**src/rtl/vga_timing_generator.sv**
```systemverilog
// VGA raster timing: free-running H/V counters, delayed syncs, strobes.
// Ports: i_Clk, i_Rst_L, i_Enable in; counters, syncs, visible, strobes out.
module vga_timing_generator #(
  parameter int H_VISIBLE_AREA = 640,
  parameter int H_FRONT_PORCH  = 16,
  parameter int H_SYNC_PULSE   = 96,
  parameter int H_BACK_PORCH   = 48,
  parameter int V_VISIBLE_AREA = 480,
  parameter int V_FRONT_PORCH  = 10,
  parameter int V_SYNC_PULSE   = 2,
  parameter int V_BACK_PORCH   = 33,
  parameter int SYNC_DELAY     = 2
) (
  input  logic       i_Clk,
  input  logic       i_Rst_L,
  input  logic       i_Enable,
  output logic [9:0] o_H_Counter,
  output logic [9:0] o_V_Counter,
  output logic       o_HSync,
  output logic       o_VSync,
  output logic       o_Visible,
  output logic       o_Line_Start,
  output logic       o_Frame_Start
);

  localparam int H_TOTAL = H_VISIBLE_AREA + H_FRONT_PORCH
                         + H_SYNC_PULSE + H_BACK_PORCH;
  localparam int V_TOTAL = V_VISIBLE_AREA + V_FRONT_PORCH
                         + V_SYNC_PULSE + V_BACK_PORCH;

  generate
    if (H_TOTAL > 1024 || V_TOTAL > 1024) begin : g_bad_total
      $error("vga_timing_generator: totals exceed 10-bit counters");
    end
    if (SYNC_DELAY < 0 || SYNC_DELAY > 7) begin : g_bad_delay
      $error("vga_timing_generator: SYNC_DELAY out of range 0..7");
    end
  endgenerate

  localparam logic [9:0] H_LAST = 10'(H_TOTAL - 1);
  localparam logic [9:0] V_LAST = 10'(V_TOTAL - 1);
  localparam logic [9:0] H_VIS  = 10'(H_VISIBLE_AREA);
  localparam logic [9:0] V_VIS  = 10'(V_VISIBLE_AREA);
  localparam logic [9:0] H_SS   =
    10'(H_VISIBLE_AREA + H_FRONT_PORCH);
  localparam logic [9:0] H_SE   =
    10'(H_VISIBLE_AREA + H_FRONT_PORCH + H_SYNC_PULSE);
  localparam logic [9:0] V_SS   =
    10'(V_VISIBLE_AREA + V_FRONT_PORCH);
  localparam logic [9:0] V_SE   =
    10'(V_VISIBLE_AREA + V_FRONT_PORCH + V_SYNC_PULSE);

  logic [9:0] h_cnt;
  logic [9:0] v_cnt;
  logic       h_wrap;
  logic       v_wrap;
  logic       line_q;
  logic       frame_q;
  logic       hs_raw;
  logic       vs_raw;
  logic       vis_raw;

  assign h_wrap = i_Enable && (h_cnt == H_LAST);
  assign v_wrap = h_wrap && (v_cnt == V_LAST);

  // Strobes are loaded from the wrap condition, so they are high only
  // in the cycle right after the wrapping edge, and a stall clears them.
  always_ff @(posedge i_Clk or negedge i_Rst_L) begin
    if (!i_Rst_L) begin
      h_cnt   <= '0;
      v_cnt   <= '0;
      line_q  <= 1'b0;
      frame_q <= 1'b0;
    end else begin
      line_q  <= h_wrap;
      frame_q <= v_wrap;
      if (h_wrap) begin
        h_cnt <= '0;
        v_cnt <= v_wrap ? '0 : v_cnt + 10'd1;
      end else if (i_Enable) begin
        h_cnt <= h_cnt + 10'd1;
      end
    end
  end

  assign hs_raw  = !((h_cnt >= H_SS) && (h_cnt < H_SE));
  assign vs_raw  = !((v_cnt >= V_SS) && (v_cnt < V_SE));
  assign vis_raw = (h_cnt < H_VIS) && (v_cnt < V_VIS);

  generate
    if (SYNC_DELAY == 0) begin : g_nodly
      assign o_HSync   = hs_raw;
      assign o_VSync   = vs_raw;
      assign o_Visible = vis_raw;
    end else begin : g_dly
      logic [SYNC_DELAY-1:0] hs_sr;
      logic [SYNC_DELAY-1:0] vs_sr;
      logic [SYNC_DELAY-1:0] vis_sr;

      // Shifts every clock so the syncs keep pace with the
      // renderer pipeline even while the counters are stalled.
      always_ff @(posedge i_Clk or negedge i_Rst_L) begin
        if (!i_Rst_L) begin
          hs_sr  <= '1;
          vs_sr  <= '1;
          vis_sr <= '0;
        end else begin
          hs_sr[0]  <= hs_raw;
          vs_sr[0]  <= vs_raw;
          vis_sr[0] <= vis_raw;
          for (int i = 1; i < SYNC_DELAY; i++) begin
            hs_sr[i]  <= hs_sr[i-1];
            vs_sr[i]  <= vs_sr[i-1];
            vis_sr[i] <= vis_sr[i-1];
          end
        end
      end

      assign o_HSync   = hs_sr[SYNC_DELAY-1];
      assign o_VSync   = vs_sr[SYNC_DELAY-1];
      assign o_Visible = vis_sr[SYNC_DELAY-1];
    end
  endgenerate

  assign o_H_Counter   = h_cnt;
  assign o_V_Counter   = v_cnt;
  assign o_Line_Start  = line_q;
  assign o_Frame_Start = frame_q;

endmodule

```
**config.mk**
```make
export PLATFORM = sky130hd
export DESIGN_NAME = vga_timing_generator
export DESIGN_NICKNAME = d
export VERILOG_FILES = /design/src/rtl/vga_timing_generator.sv
export SDC_FILE = /design/constraint.sdc
export NUM_CORES = 1
export LEC_CHECK = 0
export BUFFER_PORTS_ARGS = -buffer_cell sky130_fd_sc_hd__buf_2
export CORE_ASPECT_RATIO = 1.5
export CORE_UTILIZATION = 50
export DETAILED_ROUTE_END_ITERATION = 10
export PLACE_DENSITY = 0.74
export SLEW_MARGIN = 20
export SYNTH_ARGS = -nofsm -noshare
export SYNTH_HDL_FRONTEND = slang
export SYNTH_SLANG_ARGS = --single-unit
```
**constraint.sdc**
```tcl
create_clock -name i_Clk -period 2.76 [get_ports i_Clk]
set_clock_uncertainty 0.15 [all_clocks]
set_input_delay 0.138 -clock i_Clk [delete_from_list [all_inputs] [get_ports i_Clk]]
set_output_delay 0.138 -clock i_Clk [all_outputs]
set_load 0.02 [all_outputs]
```
* Word level (Yosys, flattened, before mapping) *
Index checks and enable logic that the tools add are counted.

storage, ports and cells
  flip-flop bits (word level) = 28
  bits in latches = 0
  RAM bits = 0
  bits in read-only memories = 0
  bits of input ports = 3
  output and inout bits = 25
  word-level logic and storage cells = 28
  memories kept = 0

cells by class
  $add $sub $neg = 2
  multiply operators = 0
  div/mod/pow operators = 0
  order comparisons = 6
  equal/unequal tests = 2
  shift operators = 0
  mux-type cells = 3
  bitwise operators = 0
  reductions and logical operators = 8

operator list
  kind                     number
  $mux W10                 3
  $add A10 B1 Y10 const B  2
  $eq A10 B10 Y1 const B   2
  $lt A10 B10 Y1 const B   2
  $lt A10 B9 Y1 const B    2
  $ge A10 B10 Y1 const B   1
  $ge A10 B9 Y1 const B    1
  $logic_and A1 B1 Y1      5
  $logic_not A1 Y1         2
  $reduce_bool A2 Y1       1

* Depth between registers and ports, before layout *
Gate-level depths: netlist of run 1.

  depth after elaboration = 4
  gate-level depth with buffers = 7
  gate-level depth less buffers = 6

* Worst setup path after synthesis of run 1 *
No wires, ideal clock.

  path kind = reg2reg
  start = register h_cnt[1] (netlist: o_H_Counter[1])
  end = register v_cnt[4] (netlist: o_V_Counter[4])
  library setup time = 0.125 ns
  arrival time = 1.600 ns
  data required time = 2.485 ns
  setup slack = 0.885 ns
  stages on the path, launching flop included = 7
  buffers on the path = 0
  period minus slack after synthesis = 1.875 ns
  cells stage by stage = dfrtp_1 -> ha_1 -> and4_4 -> nand4_4 -> inv_2 -> nand4_2 -> mux2_4

on the way
  cells in the longest elaborated chain, start to end = 4

ends and longest elaborated chain
  what                    line  text
  start, declared         53    logic [9:0] h_cnt;
  start signal, assigned  81    h_cnt <= h_cnt + 10'd1;
  $eq A10 B10 Y1 *        63    assign h_wrap = i_Enable && (h_cnt == H_LAST);
  $logic_and A1 B1 Y1 *   63
  $logic_and A1 B1 Y1     64    assign v_wrap = h_wrap && (v_cnt == V_LAST);
  $mux W10                79    v_cnt <= v_wrap ? '0 : v_cnt + 10'd1;
  end signal, assigned    79
  end, declared           54    logic [9:0] v_cnt;

Every way passes the cells marked *; elsewhere a longest branch is shown, timed or not.
A chain may end at the register's enable or synchronous reset.

* Worst setup path in the final report of run 1 *
Same ends and word-level chain as after synthesis.

==> results.md, run 1 <==
* Result of the run: finished, violations left
* Failing checks: DRC
* Routed Antenna Nets at 0
* Max Clk Rate at 514 MHz
* Worst hold margin at 161 ps
* CTS buffer count at 3
* Post-synthesis xor/xnor area fraction at 6.68%
* PwrDens at 635 nW/µm²
* Initial antenna violation count at 0
* Area grow syn2layout at 17.3%
* Width of the die at 43.8 µm
* Routed vias/inst at 5.73
* RSZ-0062 raised after global routing: no
* Wl on met1 at 998 µm
* Initial Util at 52.9%
* Mapped Avg Cell Area at 11.6 µm²
* Leak Pwr at 0.750 nW
* First-pass GRT wire length at 3940 µm
* Core ar. at 2480 µm²
* CTS max path bufs at 2
* Die Footprint at 2840 µm²
* Worst-path fanout max at 13
* Crit-path max cell delay at 420 ps
* Final setup fails at 0
* Max Cap Viol at 0
* Vias in the first global route at 913
* Reg2reg setup slack at 820 ps
* Synth cell types at 35
* I/O Buffers at 27
* Adder-cell area share of the yosys netlist at 4.77%
* CP arrival at 2040 ps
* WL met3 at 82 µm
* Post-synth EDFFs at 0
* CP Launch Type: flop
* Ys flop type: dfrtp_1
* Wire per inst at 14.0 µm
* Via count at 969
* Clock Pin Slew Worst Setup and Hold Paths at 150 ps
* Final slew viol count at 0
* Ys async rst share at 100%
* Slew @ Worst Pin at 589 ps
* CP Capture Type: flop
* Final instance area at 1540 µm²
* Post-CTS Repair Setup Buffers at 0
* Root Buffer: clkbuf_4
* Final hold violations at 0
* CTS Sinks at 28
* Pin count of the biggest net entering global routing at 29
* Synth Area in Compound Gates at 6.87%
* Clock Latency Late Sink at 340 ps
* Worst Setup Path Type: flop to flop
* Final wirelength at 2370 µm
* DRC viols at 3
* VDD IR max at 0.532 mV
* GRT Resource Usage Total at 18.7%
* Area post-placement at 1470 µm²
* Type of the tightest min-delay check: input pin to async pin
* Post-Synthesis Cell Area at 1310 µm²
* Io pins at 28
* Min Tclk post-route at 1940 ps
* Antenna cells at 0
* Final Cycle Share at 70.4%
* Synth Warn # at 0
* TNS Setup at 0 ps
* Slowest stage cell, crit path: dfrtp_1
* #FFs+latches synth at 28
* Layout fillers at 209
* Routability cong. at 0.786
* Top Layer Used: met4
* Register area share after synthesis at 53.8%
* Synth Area in Simple Gates at 22.5%
* CP Data Required Time at 2850 ps
* Pre-Repair DR Iteration Count at 9
* Area of the multi-input gates at 572 µm²
* Met2 WL at 1210 µm
* Main combinational cell family by area after synthesis: simple AND/OR/NAND/NOR gates
* Critical Path, Cell by Cell: ha_1, and4_4, nand4_4, inv_2, nand4_2, mux2_4
* Sequential cell area at 706 µm²
* Initial drt markers at 16
* Synth Instances at 113
* Layout Nets at 154
* Total gr overflow at 0
* Share of post-route cells with drive strength above 1 at 29.7%
* CTS tree: built
* Num rows at 22
* Slew HR at 60.8%
* H-tree depth at 1
* Chip height at 64.7 µm
* Syn_nets at 121
* Mux share of post-synthesis cell area at 2.77%
* CTS resizes at 0
[final timing paths]
kind / from / end / cells past startpoint
max: o_H_Counter[1]$_DFFE_PN0P_ / o_V_Counter[4]$_DFFE_PN0N_ / 6
min: i_Rst_L / g_dly.vis_sr[0]$_DFF_PN0_ / 2
max reg2reg: o_H_Counter[1]$_DFFE_PN0P_ / o_V_Counter[4]$_DFFE_PN0N_ / 6
min reg2reg: g_dly.hs_sr[0]$_DFF_PN1_ / g_dly.hs_sr[1]$_DFF_PN1_ / 0
max in group asynchronous: i_Rst_L / o_V_Counter[6]$_DFFE_PN0N_ / 2
min in group i_Clk: g_dly.hs_sr[0]$_DFF_PN1_ / g_dly.hs_sr[1]$_DFF_PN1_ / 0
[layout by cell type (no fill, tap or decap), types with 4 or more instances in the layout]
cell type	Yosys	layout
buf_2	0	27
dfrtp_1	24	24
xnor2_1	10	10
o21ai_0	7	7
nand2_1	6	6
nand4_1	6	6
nor2_1	6	6
nand3_1	6	6
inv_1	5	5
ha_1	5	5
and3_1	4	4
dfstp_2	4	4
[critical path, delay by kind of cell, from the launching register on]
kind	cells	cell delay, ps
adder cells (fa/ha/maj)	1	210
AND/OR/NAND/NOR	3	550
flip-flops	1	420
buffers and inverters	1	210
multiplexers	1	310
[metrics by stage]
stage	cells	utilization [%]	worst slack [ps]	total power [mW]
4_1_cts	169	62.1	805	0.982
3_5_place_dp	163	59.1	828	0.709
5_1_grt	169	62.1	705	1.02
6_report	169	62.1	816	0.976
3_3_place_gp	163	59.1	898	0.704
2_1_floorplan	113	-	885	0.634
[layer usage]
| layer | up-vias | track usage, % |
|---|---|---|
| met5 | - | 0 |
| met4 | 0 | 12.1 |
| met3 | 7 | 2.51 |
| met2 | 30 | 31.0 |
| met1 | 462 | 22.1 |
| li1 | 470 | - |
[cell usage after synthesis (2+ instances only)]
cell     count  area, µm²
o21ai_0      7       35.0
nand2_1      6       22.5
and4_1       2       17.5
xnor2_1     10       87.6
dfstp_2      4        105
dfrtp_1     24        601
a21oi_1      3       15.0
nand4_1      6       37.5
inv_1        5       18.8
nand3_1      6       30.0
nor3_1       3       15.0
ha_1         5       62.6
nor2_1       6       22.5
a22o_1       2       17.5
and3_1       4       25.0
[sequential cells by signal, indices dropped and copies added, names as in the netlist]
| signal | flops |
|---|---|
| o_H_Counter | 10 |
| o_V_Counter | 10 |
| g_dly.hs_sr | 2 |
| g_dly.vis_sr | 2 |
| g_dly.vs_sr | 2 |
| o_Frame_Start | 1 |
| o_Line_Start | 1 |
[kinds of logic after synthesis]
family	after synthesis
simple gates	45
compound gates	15
mux	3
fa+ha+maj	5
buf+inv	7
xor+xnor	10
flops	28
[where the power goes]
| group | internal [mW] | switching [mW] | total [mW] |
|---|---|---|---|
| clock | 0.147 | 0.124 | 0.271 |
| sequential | 0.451 | 0.0654 | 0.516 |
| combinational | 0.0741 | 0.115 | 0.189 |
[area by class of cell]
type | instances | share of cell area, %
multi-input combinational | 78 | 37.2
clock buffer | 3 | 1.46
tap | 24 | 1.95
timing repair buffer | 29 | 10.1
sequential | 28 | 45.9
clock inverter | 1 | 1.95
inverter | 6 | 1.46
[what timing repair did]
action                                  CTS  global route
endpoints found under the setup margin    0             0
hold buffers                              2             0
endpoints found under the hold margin    27             0
(Power assumes the default switching activity.)
==> run 2: changes to the inputs <==
clock period = 2 ns   (was 2.76 ns; I/O delays follow)
==> run 2 against run 1 <==
  * The flow still finishes with violations (DRC)
  * Wire length grew 3.8%
  * Worst hold slack lost 21 ps
  * Critical path depth is the same
  * Count of clock-buffer cells in the layout is the same
  * Total power grew 41%
  * Die area is the same
  * Final area grew 1.6%
  * Sequential power grew 33%
  * Sequential cell count is the same
  * Combinational power grew 71%
  * Setup slack lost 690 ps
==> results.md, run 2 (same netlist as run 1, synthesis figures left out) <==
* Slew HR at 59.6%
* Initial drt markers at 23
* Met2 WL at 1240 µm
* Pre-Repair DR Iteration Count at 7
* Chip height at 64.7 µm
* CTS tree: built
* Routed vias/inst at 5.74
* Pin count of the biggest net entering global routing at 29
* First-pass GRT wire length at 4290 µm
* CP Data Required Time at 2080 ps
* Width of the die at 43.8 µm
* Fin cells at 172
* Core ar. at 2480 µm²
* WL met3 at 71 µm
* I/O Buffers at 27
* Final slew viol count at 0
* H-tree depth at 1
* Reg2reg end: o_V_Counter[4]$_DFFE_PN0N_
* Min Tclk post-route at 1870 ps
* Max Clk Rate at 534 MHz
* Most common cell after layout, fill and taps aside: buf_2
* DRC viols at 3
* Via count at 988
* Final Cycle Share at 93.6%
* Worst hold margin at 140 ps
* Routability cong. at 0.842
* Leak Pwr at 0.765 nW
* TNS Setup at 0 ps
* Post-CTS Repair Setup Buffers at 0
* CTS buffer count at 3
* Final setup fails at 0
* Final hold violations at 0
* Clock Latency Late Sink at 330 ps
* CP Launch Type: flop
* Die Footprint at 2840 µm²
* VDD IR max at 0.621 mV
* RSZ-0062 raised after global routing: no
* Reg2reg setup slack at 130 ps
* Failing checks: DRC
* Type of the tightest min-delay check: input pin to async pin
* Wire per inst at 14.3 µm
* Io pins at 28
* Vias in the first global route at 991
* Num rows at 22
* Overall Power at 1.38 mW
* Worst r2r src: o_H_Counter[0]$_DFFE_PN0P_
* Worst Setup Path Type: flop to flop
* Share of post-route cells with drive strength above 1 at 31.1%
* CTS Sinks at 28
* Slew @ Worst Pin at 606 ps
* R2R depth at 6
* GRT Resource Usage Total at 19.7%
* Clock share of power at 26.8%
* CTS max path bufs at 2
* Initial antenna violation count at 0
* Max Cap Viol at 0
* Initial Util at 52.9%
* Layout Nets at 157
* Most frequent cells in the layout: buf_2 (27), dfrtp_1 (24), xnor2_1 (10)
* CP Capture Type: flop
* Root Buffer: clkbuf_4
* Clock Pin Slew Worst Setup and Hold Paths at 150 ps
* CP arrival at 1950 ps
* Flop pwr share at 49.7%
* Antenna cells at 0
* Placed wire-length estimate at 1740 µm
* P_int at 0.953 mW
* Area grow syn2layout at 19.2%
* Layout fillers at 210
* Routed Antenna Nets at 0
* Result of the run: finished, violations left
* Psw at 0.424 mW
* Total gr overflow at 0
* Post-Place Cells at 166
* Logic pwr share at 23.4%
* Wl on met1 at 1110 µm
* Switching share of power at 30.8%
* Worst-path fanout max at 10
* DP Worst Slack at 115 ps
* Top Layer Used: met4
* PwrDens at 881 nW/µm²
* Final wirelength at 2460 µm
* Setup ws final at 128 ps
## run 2: cell count changes in the layout (fill, tap and decap cells not counted)
| cell | previous run | this run |
|---|---|---|
| inv_2 | 1 | 0 |
| buf_4 | 0 | 3 |
| inv_4 | 0 | 1 |
## run 2: worst max-delay path by stage
stage,startpoint,endpoint,slack [ps],cells after the start
finish,o_H_Counter[0]$_DFFE_PN0P_,o_V_Counter[4]$_DFFE_PN0N_,130,6
global route,o_H_Counter[0]$_DFFE_PN0P_,o_V_Counter[4]$_DFFE_PN0N_,30,6
CTS,o_H_Counter[0]$_DFFE_PN0P_,o_V_Counter[4]$_DFFE_PN0N_,90,6
detailed placement,o_H_Counter[0]$_DFFE_PN0P_,o_V_Counter[4]$_DFFE_PN0N_,110,6
global placement,o_H_Counter[0]$_DFFE_PN0P_,o_V_Counter[4]$_DFFE_PN0N_,180,6
floorplan,o_H_Counter[1]$_DFFE_PN0P_,o_V_Counter[4]$_DFFE_PN0N_,130,6
## run 2: timing repair
action                                  4_1_cts  5_1_grt
endpoints found under the setup margin        0        1
hold buffers                                  2        0
hold endpoints to repair                     32        0
gates resized for setup                       0        1
## run 2: power groups by stage
stage,clock [mW],combinational (mW),sequential (mW)
final,0.369,0.323,0.685
after global routing,0.396,0.351,0.693
after CTS,0.380,0.326,0.683
after detailed placement,0,0.320,0.693
after global placement,0,0.320,0.686
after floorplan,0,0.100,0.775
## run 2: critical path: stages (launching register included)
cell	delay, ps
dfrtp_1	410
ha_1	200
and4_4	260
nand4_4	170
inv_4	150
nand4_2	120
mux2_4	310
## run 2: stage by stage
stage	instance area (µm²)	utilization [%]
final	1560	63.1
after detailed placement	1490	60.1
after global placement	1490	60.1
after floorplan	1310	-
after global routing	1560	63.1
after CTS	1560	63.0
## run 2: final cells by class
class / count / area, µm² / area share, %
clock inverters: 1 / 30.0 / 1.92
inverters: 6 / 25.0 / 1.60
clock buffers: 3 / 22.5 / 1.44
repair buffers: 32 / 178 / 11.4
multi-input cells: 78 / 572 / 36.6
flip-flops and latches: 28 / 706 / 45.2
well taps: 24 / 30.0 / 1.92
## run 2: per-layer routing
layer,track usage [%],vias up
met3,1.95,4
met1,23.0,488
met5,0,-
li1,-,474
met2,35.4,22
met4,7.81,0
==> run 3: changes to the inputs <==
BUFFER_PORTS_ARGS = -buffer_cell sky130_fd_sc_hd__buf_4   (was -buffer_cell sky130_fd_sc_hd__buf_2)
CORE_MARGIN = 2   (was default)
==> run 3 against run 2 <==
  * Critical path depth unchanged
  * Final area rose by 2.6%
  * Combinational power rose by 11%
  * Sequential power hardly changed
  * Via count down 2.1%
  * Die area rose by 7.8%
  * The run now ends clean
  * Non-clock buffer count unchanged
  * Global-route usage fell by 1.9 points
  * Count of clock-buffer cells in the layout grew 1
  * Setup slack improved by 9.0 ps
  * Maximum frequency increased by 0.48%
  * First-iteration DRC count up 4.3%
==> results.md, run 3 (same netlist as run 1, synthesis figures left out) <==
* Result of the run: completed
* Fin cells at 172
* Max Cap Viol at 0
* Most frequent cells in the layout: buf_4 (30), dfrtp_1 (24), xnor2_1 (10)
* H-tree depth at 1
* DP Worst Slack at 142 ps
* Final wirelength at 2380 µm
* Final setup fails at 0
* Worst r2r src: o_H_Counter[0]$_DFFE_PN0P_
* CTS Sinks at 28
* Total gr overflow at 0
* Share of post-route cells with drive strength above 1 at 30.4%
* Type of the tightest min-delay check: input pin to async pin
* Crit-path max cell delay at 420 ps
* Initial antenna violation count at 0
* Slew @ Worst Pin at 342 ps
* Pre-Repair DR Iteration Count at 4
* Wire per inst at 13.8 µm
* CP Capture Type: flop
* Die Footprint at 3060 µm²
* Critical Path, Cell by Cell: ha_1, and4_4, nand4_4, inv_4, nand4_2, mux2_4
* Pin count of the biggest net entering global routing at 29
* GRT Resource Usage Total at 17.8%
* Root Buffer: clkbuf_4
* Slew HR at 77.2%
* Worst Setup Path Type: flop to flop
* Vias in the first global route at 945
* Initial drt markers at 24
* RSZ-0062 raised after global routing: no
* CP arrival at 1930 ps
* Num rows at 22
* Layout fillers at 190
* Final hold violations at 0
* Routed vias/inst at 5.62
* I/O Buffers at 27
* Setup ws final at 137 ps
* Crit path buffers/inverters at 1
* Clock Latency Late Sink at 320 ps
* Final slew viol count at 0
* Final Cycle Share at 93.2%
* Chip height at 66.7 µm
* Min Tclk post-route at 1860 ps
* Most common cell after layout, fill and taps aside: buf_4
* Worst hold margin at 60.1 ps
* Layout Nets at 157
* VDD IR max at 0.670 mV
* Io pins at 28
* Area grow syn2layout at 22.3%
* Placed wire-length estimate at 1750 µm
* Core ar. at 2480 µm²
* Via count at 967
* TNS Setup at 0 ps
* DRC viols at 0
* Clock Pin Slew Worst Setup and Hold Paths at 140 ps
* CTS buffer count at 3
* Width of the die at 45.8 µm
* Routed Antenna Nets at 0
* CTS max path bufs at 2
* CTS tree: built
* Leak Pwr at 0.764 nW
* PwrDens at 792 nW/µm²
* Worst-path fanout max at 7
* CP delay by family, top: simple AND/OR/NAND/NOR gates
* Post-CTS Repair Setup Buffers at 0
* CP Launch Type: flop
* Routability cong. at 0.795
* Initial Util at 52.9%
* First-pass GRT wire length at 3970 µm
* Post-Place Cells at 166
* Worst setup path startpoint: o_H_Counter[0]$_DFFE_PN0P_
* Slowest stage cell, crit path: dfrtp_1
* Max Clk Rate at 537 MHz
* CP Data Required Time at 2070 ps
* Antenna cells at 0
-- run 3: cell types whose count changed in the layout (fill, tap and decap cells not counted) --
cell / change
bufinv_16: -1
buf_4: +27
clkbuf_1: +1
buf_2: -27
-- run 3: worst reg2reg max path: stages (launching register included) --
cell and delay, ps:
dfrtp_1 420, ha_1 200, and4_4 270, nand4_4 170
inv_4 130, nand4_2 120, mux2_4 310
-- run 3: path summary, 6_finish.rpt --
path                                         endpoint  slack [ps]  cells past startpoint
max reg2reg                o_V_Counter[4]$_DFFE_PN0N_         140                      6
max in group asynchronous    g_dly.vs_sr[0]$_DFF_PN1_        1340                      2
max                        o_V_Counter[4]$_DFFE_PN0N_         140                      6
min reg2reg                  g_dly.vs_sr[1]$_DFF_PN1_         210                      0
min in group i_Clk           g_dly.vs_sr[1]$_DFF_PN1_         210                      0
min                         g_dly.vis_sr[1]$_DFF_PN0_          60                      2
-- run 3: layout make-up --
cell class                 count  area [µm²]  share of cell area, %
inverter                       6        25.0                   1.56
timing repair buffer          32         245                   15.3
clock buffer                   4        26.3                   1.64
multi-input combinational     78         572                   35.6
tap                           24        30.0                   1.87
sequential                    28         706                   44.0
-- run 3: what timing repair did --
action | 4_1_cts | 5_1_grt
hold buffers | 2 | 0
endpoints found under the setup margin | 0 | 1
hold endpoints to repair | 32 | 0
resized for setup | 0 | 1
-- run 3: per-layer routing --
layer | track usage (%) | vias to the layer above | wire length, µm
met4 | 11.8 | 0 | 46
li1 | - | 478 | -
met2 | 28.3 | 24 | 1220
met1 | 21.3 | 461 | 1040
met5 | 0 | - | 0
met3 | 2.71 | 4 | 80
-- run 3: metrics by stage --
stage / cell area (µm²) / total power, mW / util (%)
after CTS: 1600 / 1.29 / 64.6
after global placement: 1560 / 1.04 / 62.8
after detailed placement: 1560 / 1.05 / 62.8
after floorplan: 1310 / 0.875 / -
after global routing: 1600 / 1.35 / 64.7
final: 1600 / 1.27 / 64.7
-- run 3: report_power, final --
group | switching [mW] | internal (mW)
Combinational | 0.199 | 0.160
Clock | 0.150 | 0.0779
Sequential | 0.0612 | 0.622
Total | 0.410 | 0.860
